**config.mk**
```make
export PLATFORM = sky130hd
export DESIGN_NAME = sar_adc_ctrl
export DESIGN_NICKNAME = d
export VERILOG_FILES = /design/src/rtl/sar_adc_ctrl.sv
export SDC_FILE = /design/constraint.sdc
export NUM_CORES = 1
export LEC_CHECK = 0
export BUFFER_PORTS_ARGS = -buffer_cell sky130_fd_sc_hd__buf_4
export CAP_MARGIN = 20
export CELL_PAD_IN_SITES_DETAIL_PLACEMENT = 0
export CELL_PAD_IN_SITES_GLOBAL_PLACEMENT = 1
export CORE_ASPECT_RATIO = 0.9
export CORE_MARGIN = 3
export CORE_UTILIZATION = 40
export DETAILED_ROUTE_END_ITERATION = 10
export HOLD_SLACK_MARGIN = 0.03
export PLACE_DENSITY_LB_ADDON = 0.1
export REMOVE_ABC_BUFFERS = 1
export SETUP_SLACK_MARGIN = 0.5
export SYNTH_ARGS = -nofsm -noshare
export SYNTH_HDL_FRONTEND = slang
export SYNTH_SLANG_ARGS = --single-unit
```
**constraint.sdc**
```tcl
create_clock -name clk -period 3.25 [get_ports clk]
set_input_delay 0.4875 -clock clk [delete_from_list [all_inputs] [get_ports clk]]
set_output_delay 0.4875 -clock clk [all_outputs]
set_load 0.01 [all_outputs]
```
**src/rtl/sar_adc_ctrl.sv**
```systemverilog
// Successive-approximation ADC controller: resolves NBITS bits MSB-first against a
// registered a<=b comparator with CMP_LAT cycles of latency, then pulses done with the code.
module sar_adc_ctrl #(
  parameter int unsigned NBITS   = 8,
  parameter int unsigned CMP_LAT = 1
) (
  input  logic             clk,
  input  logic             rst_n,
  input  logic             start,
  input  logic             cmp_le,
  output logic [NBITS-1:0] dac_code,
  output logic             sample_hold,
  output logic             busy,
  output logic             done,
  output logic [NBITS-1:0] result
);

  localparam int unsigned CntW = $clog2(CMP_LAT + 1);
  localparam int unsigned IdxW = $clog2(NBITS);

  typedef enum logic [1:0] {
    StIdle,
    StTrial,
    StDecide
  } state_e;

  state_e           state_q, state_d;
  logic [NBITS-1:0] dac_q, dac_d;
  logic [NBITS-1:0] res_q, res_d;
  logic [IdxW-1:0]  idx_q, idx_d;
  logic [CntW-1:0]  cnt_q, cnt_d;
  logic             busy_q, busy_d;
  logic             done_q, done_d;
  logic [NBITS-1:0] bit_mask;
  logic [NBITS-1:0] kept_code;

  // dac_q always holds the resolved upper bits plus the bit under trial.
  assign bit_mask  = {{(NBITS-1){1'b0}}, 1'b1} << idx_q;
  assign kept_code = cmp_le ? (dac_q & ~bit_mask) : dac_q;

  always_comb begin
    state_d = state_q;
    dac_d   = dac_q;
    res_d   = res_q;
    idx_d   = idx_q;
    cnt_d   = cnt_q;
    busy_d  = busy_q;
    done_d  = 1'b0;
    case (state_q)
      StIdle: begin
        if (start) begin
          dac_d   = {1'b1, {(NBITS-1){1'b0}}};
          idx_d   = IdxW'(NBITS - 1);
          cnt_d   = '0;
          busy_d  = 1'b1;
          state_d = StTrial;
        end
      end
      StTrial: begin
        if (cnt_q == CntW'(CMP_LAT - 1)) begin
          cnt_d   = CntW'(CMP_LAT);
          state_d = StDecide;
        end else begin
          cnt_d = cnt_q + CntW'(1);
        end
      end
      StDecide: begin
        if (idx_q != '0) begin
          idx_d   = idx_q - IdxW'(1);
          dac_d   = kept_code | (bit_mask >> 1);
          cnt_d   = '0;
          state_d = StTrial;
        end else begin
          res_d   = kept_code;
          dac_d   = kept_code;
          busy_d  = 1'b0;
          done_d  = 1'b1;
          state_d = StIdle;
        end
      end
      default: state_d = StIdle;
    endcase
  end

  always_ff @(posedge clk) begin
    if (!rst_n) begin
      state_q <= StIdle;
      dac_q   <= '0;
      res_q   <= '0;
      idx_q   <= '0;
      cnt_q   <= '0;
      busy_q  <= 1'b0;
      done_q  <= 1'b0;
    end else begin
      state_q <= state_d;
      dac_q   <= dac_d;
      res_q   <= res_d;
      idx_q   <= idx_d;
      cnt_q   <= cnt_d;
      busy_q  <= busy_d;
      done_q  <= done_d;
    end
  end

  assign dac_code    = dac_q;
  assign result      = res_q;
  assign busy        = busy_q;
  assign sample_hold = busy_q;
  assign done        = done_q;

endmodule

```
==> results.json, run 1 <==
{
  "power_density_mw_per_mm2": 486,
  "fill_cells": 260,
  "finalCritPeriodShare": 0.594,
  "final_nets": 133,
  "r2r_start": "idx_q[0]$_SDFFE_PN0P_",
  "ys_warn_count": 0,
  "cts_buffers": 3,
  "worst_path_max_delay_cell": "and3_1",
  "place.gp.congestion": 0.790,
  "totalWireLength_um": 2400,
  "io_pins": 23,
  "finalSetupViolations": 0,
  "vias": 889,
  "root_buffer": "clkbuf_4",
  "syn_area_mm2": 0.00111,
  "final_hold_viol_count": 0,
  "grtUsageTotal": 0.152,
  "r2r-end": "result[4]$_SDFFE_PN0P_",
  "tightest_slew_ns": 0.506,
  "path_class": "flop to flop",
  "cts_tree": "yes",
  "synth_edf_count": 0,
  "cts_max_level": 1,
  "die_y_um": 56.0,
  "clk_pin_slew_ns": 0.14,
  "start_util": 0.436,
  "avgRoutedWirePerCell_um": 15.9,
  "worstPathRequired_ns": 3.51,
  "gr-total-overflow": 0,
  "cp_max_fo": 9,
  "crit_buf_inv": 1,
  "post_cts_buffers": 0,
  "placed_area_mm2": 0.00125,
  "coreArea_mm2": 0.00255,
  "layout_common_cells": "24 x dfxtp_1, 22 x buf_4, 15 x a32o_1",
  "crit_family": "simple AND/OR/NAND/NOR gates",
  "dp_worst_setup_slack_ns": 1.39,
  "ys_seq_area_frac": 0.432,
  "post_cts_resized": 0,
  "synth_seq_cells": 24,
  "area_growth_pct": 16.9,
  "fin_ws_ns": 1.32,
  "hp-class": "flop to flop",
  "async_reset_ff_frac": 0,
  "final.setup.tns_ns": 0,
  "cts_hold_buf": 0,
  "yosysTopAreaCell": "dfxtp_1",
  "grt_max_degree": 16,
  "rsz0062_at_grt": "false",
  "path_cells": "inv_1, ha_1, nor2b_1, and3_1, a32o_1",
  "synth.distinct_cells": 34,
  "yosysTopAreaCellShare": 0.432,
  "cp.arrival_ns": 2.19,
  "finalCriticalPeriod_ns": 1.93,
  "drt_pass1_iterations": 4,
  "grt_pass1_vias": 848,
  "synth_ff_type": "dfxtp_1",
  "skew_ns": 0.0115,
  "drv_cap": 0,
  "portBuffers": 22,
  "vias_per_cell": 5.89,
  "crit_path_start_kind": "flop",
  "die_area_mm2": 0.00345,
  "slew_headroom": 0.663,
  "die_w_um": 61.6,
  "hpwlAfterDp_um": 1660,
  "antenna_left": 0,
  "grt_first_pass_wirelength_um": 4060,
  "slew_violations": 0,
  "antenna_cells": 0,
  "power.static_leakage_nw": 0.532,
  "hold_end": "state_q[1]$_SDFFE_PN0P_",
  "cts_buffer_depth": 2,
  "r2r_setup_slack_ns": 1.32,
  "hold_path.startpoint": "cnt_q$_SDFFE_PN0P_",
  "run_status": "completed",
  "route.detailed.drc": 0,
  "fp-row-count": 17,
  "synthTopCellsByArea": "dfxtp_1 43%, a32o_1 13%, ha_1 5.6%, a22o_1 5.5%, nand3b_1 3.4%",
  "fin_area_mm2": 0.00130,
  "netlist_instances": 106,
  "first_iter_violations": 36,
  "max_freq_mhz": 518,
  "finalPower_w": 0.000632,
  "cp_slowest_stage_delay_ns": 0.47,
  "end_kind": "flop",
  "min_path_cells": 1,
  "insertion_delay_ns": 0.31,
  "ir_drop_uv": 294,
  "clock-sinks": 24,
  "reg2reg_depth": 5,
  "layout_commonest_cell": "dfxtp_1",
  "avgSynthCellArea_um2": 10.5,
  "fin_util": 0.509,
  "drive_above_1_share": 0.236,
  "antenna_found_initial": 0
}
-- layout make-up --
| cell class | instances | area, um^2 | area share |
|---|---|---|---|
| clock buffer | 3 | 22.5 | 0.0173 |
| clock inverter | 1 | 30.0 | 0.0231 |
| inverter | 4 | 15.0 | 0.0115 |
| multi-input combinational | 69 | 552 | 0.424 |
| sequential | 24 | 480 | 0.370 |
| tap | 28 | 35.0 | 0.0269 |
| timing repair buffer | 22 | 165 | 0.127 |
-- cells in the mapped netlist, drive strengths merged (2+ instances only) --
| library cell | n |
|---|---|
| dfxtp | 24 |
| a32o | 15 |
| a22o | 7 |
| buf | 6 |
| ha | 5 |
| nand3b | 5 |
| a21oi | 4 |
| inv | 4 |
| nand3 | 4 |
| clkbuf | 3 |
| nand2b | 3 |
| nor2b | 3 |
| nand2 | 2 |
| nor2 | 2 |
| o21a | 2 |
| o21ai | 2 |
| o21bai | 2 |
-- sequential cells by signal, summed over array words and instances (netlist names) --
signal / cells
idx_q: 3
cnt_q: 1
result: 8
dac_code: 8
busy: 1
state_q: 2
done: 1
-- kinds of logic after synthesis --
family	after synthesis	synth area share
buffers and inverters	13	0.0720
and+or+nand+nor	26	0.144
muxes	1	0.00900
AOI/OAI and AO/OA	37	0.287
adders and majority gates	5	0.0562
DFF	24	0.432
-- stage by stage --
stage / hold WS, ns / std cells
floorplan: 0.436 / 97
global placement: 0.450 / 147
detailed placement: 0.454 / 147
CTS: 0.474 / 151
global route: 0.477 / 151
finish: 0.477 / 151
-- how the worst max path moves through the flow --
| stage | startpoint | cells past startpoint | endpoint |
|---|---|---|---|
| 2_1_floorplan | idx_q[0]$_SDFFE_PN0P_ | 5 | result[3]$_SDFFE_PN0P_ |
| 5_1_grt | idx_q[0]$_SDFFE_PN0P_ | 5 | result[5]$_SDFFE_PN0P_ |
| 4_1_cts | idx_q[0]$_SDFFE_PN0P_ | 5 | result[4]$_SDFFE_PN0P_ |
| 6_report | idx_q[0]$_SDFFE_PN0P_ | 5 | result[4]$_SDFFE_PN0P_ |
| 3_5_place_dp | idx_q[0]$_SDFFE_PN0P_ | 5 | result[4]$_SDFFE_PN0P_ |
| 3_3_place_gp | idx_q[0]$_SDFFE_PN0P_ | 5 | result[0]$_SDFFE_PN0P_ |
-- metal layers --
metal  GRT usage  part of all wire  up-vias
met5           0                 0        -
met4      0.0182            0.0058        0
met3      0.0418             0.038        2
met2       0.224              0.43       19
met1       0.224              0.52      425
li1            -                 -      443
-- worst reg2reg max path, cell delays in order, from the launching register on --
cell and delay, ns:
dfxtp_1 0.38, inv_1 0.14, ha_1 0.24, nor2b_1 0.43, and3_1 0.47, a32o_1 0.22
-- power breakdown --
group	total [W]	internal (W)	switching (W)
logic	0.0000939	0.0000425	0.0000513
clock network	0.000214	0.000125	0.0000891
registers	0.000324	0.000305	0.0000191
Note: power is estimated with default switching activity, not from simulation.
==> inputs of run 2 (changes only) <==
clock period = 2.01 ns   (was 3.25 ns; I/O delays follow)
==> results.json, run 2 (synthesis results as in run 1) <==
{
  "run_status": "completed",
  "fp-row-count": 17,
  "die_y_um": 56.0,
  "finalSetupViolations": 0,
  "path_cells": "inv_1, ha_4, nor2b_4, buf_4, mux2i_1, a221oi_1",
  "vias": 901,
  "worst_path_max_delay_cell": "dfxtp_2",
  "place.gp.congestion": 0.806,
  "slew_violations": 0,
  "hold_end": "state_q[0]$_SDFFE_PN0P_",
  "start_util": 0.436,
  "clock-sinks": 24,
  "vias_per_cell": 5.89,
  "layout_commonest_cell": "buf_4",
  "final.setup.tns_ns": 0,
  "io_pins": 23,
  "hold_path.startpoint": "rst_n",
  "grt_pass1_vias": 908,
  "reg2reg_depth": 6,
  "drt_pass1_iterations": 4,
  "avgRoutedWirePerCell_um": 16.2,
  "finalCritPeriodShare": 0.713,
  "cts_buffer_depth": 2,
  "r2r-end": "idx_q[0]$_SDFFE_PN0P_",
  "r2r_start": "idx_q[0]$_SDFFE_PN0P_",
  "ir_drop_uv": 372,
  "dp_worst_setup_slack_ns": 0.317,
  "cts_max_level": 1,
  "portBuffers": 22,
  "grtUsageTotal": 0.163,
  "cts_tree": "yes",
  "die_area_mm2": 0.00345,
  "area_growth_pct": 20.2,
  "place_inst": 148,
  "antenna_cells": 0,
  "rsz0062_at_grt": "true",
  "antenna_left": 0,
  "r2r_setup_slack_ns": 0.58,
  "antenna_found_initial": 0,
  "hp-class": "primary input to flop",
  "crit_path_start_kind": "flop",
  "cp_slowest_stage_delay_ns": 0.34,
  "hpwlAfterDp_um": 1700,
  "first_iter_violations": 57,
  "tightest_slew_ns": 0.444,
  "layout_common_cells": "24 x buf_4, 19 x dfxtp_1, 15 x a32o_1",
  "holdWs_ns": 0.294,
  "final_hold_viol_count": 0,
  "drv_cap": 0,
  "end_kind": "flop",
  "cts_hold_buf": 0,
  "die_w_um": 61.6,
  "route.detailed.drc": 0,
  "cp.arrival_ns": 1.65,
  "cts_buffers": 3,
  "min_path_cells": 2,
  "clk_pin_slew_ns": 0.13,
  "totalWireLength_um": 2470,
  "path_class": "flop to flop",
  "cp_max_fo": 5,
  "coreArea_mm2": 0.00255,
  "power_density_mw_per_mm2": 716,
  "fin_ws_ns": 0.577,
  "grt_first_pass_wirelength_um": 4350,
  "worstPathRequired_ns": 2.23,
  "max_freq_mhz": 698,
  "insertion_delay_ns": 0.31,
  "fin_util": 0.524,
  "root_buffer": "clkbuf_4",
  "drive_above_1_share": 0.312,
  "grt_max_degree": 16,
  "skew_ns": 0.00260,
  "final_nets": 135,
  "power.static_leakage_nw": 0.542,
  "finalCriticalPeriod_ns": 1.43,
  "gr-total-overflow": 0,
  "slew_headroom": 0.704,
  "stdcell_count": 153
}
## run 2: changes by cell type in the layout (fill, tap and decap cells not counted), sizes merged
cell | before | now
buf | 22 | 24
clkbuf | 3 | 4
bufinv | 1 | 0
## run 2: cell type report
| type | instances | area (um^2) |
|---|---|---|
| Clock buffer | 4 | 36.3 |
| Fill cell | 243 | 1210 |
| Inverter | 4 | 15.0 |
| Multi-Input combinational cell | 69 | 584 |
| Sequential cell | 24 | 487 |
| Tap cell | 28 | 35.0 |
| Timing Repair Buffer | 24 | 180 |
## run 2: repair_timing
| item | 4_1_cts | 5_1_grt |
|---|---|---|
| setup endpoints to repair | 13 | 19 |
| pin swaps | 0 | 0 |
| gates cloned | 0 | 0 |
| resized for setup | 7 | 5 |
| setup buffers | 1 | 0 |
## run 2: critical path, delay by kind of cell, from the launching register on
family / cells / cell delay [ns]
fa+ha+maj: 1 / 0.18
compound gates: 1 / 0.25
simple gates: 1 / 0.19
flops: 1 / 0.34
buf+inv: 2 / 0.30
mux: 1 / 0.07
## run 2: worst max-delay path by stage
stage	start	endpoint	slack, ns
2_1_floorplan	idx_q[0]$_SDFFE_PN0P_	result[3]$_SDFFE_PN0P_	0.45
3_3_place_gp	idx_q[0]$_SDFFE_PN0P_	result[2]$_SDFFE_PN0P_	0.37
3_5_place_dp	idx_q[0]$_SDFFE_PN0P_	result[5]$_SDFFE_PN0P_	0.32
6_report	idx_q[0]$_SDFFE_PN0P_	idx_q[0]$_SDFFE_PN0P_	0.58
5_1_grt	idx_q[0]$_SDFFE_PN0P_	idx_q[0]$_SDFFE_PN0P_	0.48
4_1_cts	idx_q[1]$_SDFFE_PN0P_	idx_q[0]$_SDFFE_PN0P_	0.52
## run 2: metal layers
| metal | wire length, um | track usage | vias to the layer above |
|---|---|---|---|
| li1 | - | - | 446 |
| met1 | 1240 | 0.240 | 430 |
| met2 | 1090 | 0.232 | 23 |
| met3 | 126 | 0.0487 | 2 |
| met4 | 14 | 0.0364 | 0 |
| met5 | 0 | 0 | - |
## run 2: report_power, final
group,internal [W],total [W],switching [W]
Combinational,0.0000844,0.000177,0.0000927
Sequential,0.000496,0.000526,0.0000300
Clock,0.000111,0.000255,0.000144
## run 2: metrics by stage
stage | power (W) | area [um^2]
2_1_floorplan | 0.000630 | 1050
3_3_place_gp | 0.000689 | 1250
3_5_place_dp | 0.000691 | 1250
4_1_cts | 0.000960 | 1320
5_1_grt | 0.00101 | 1340
6_report | 0.000958 | 1340
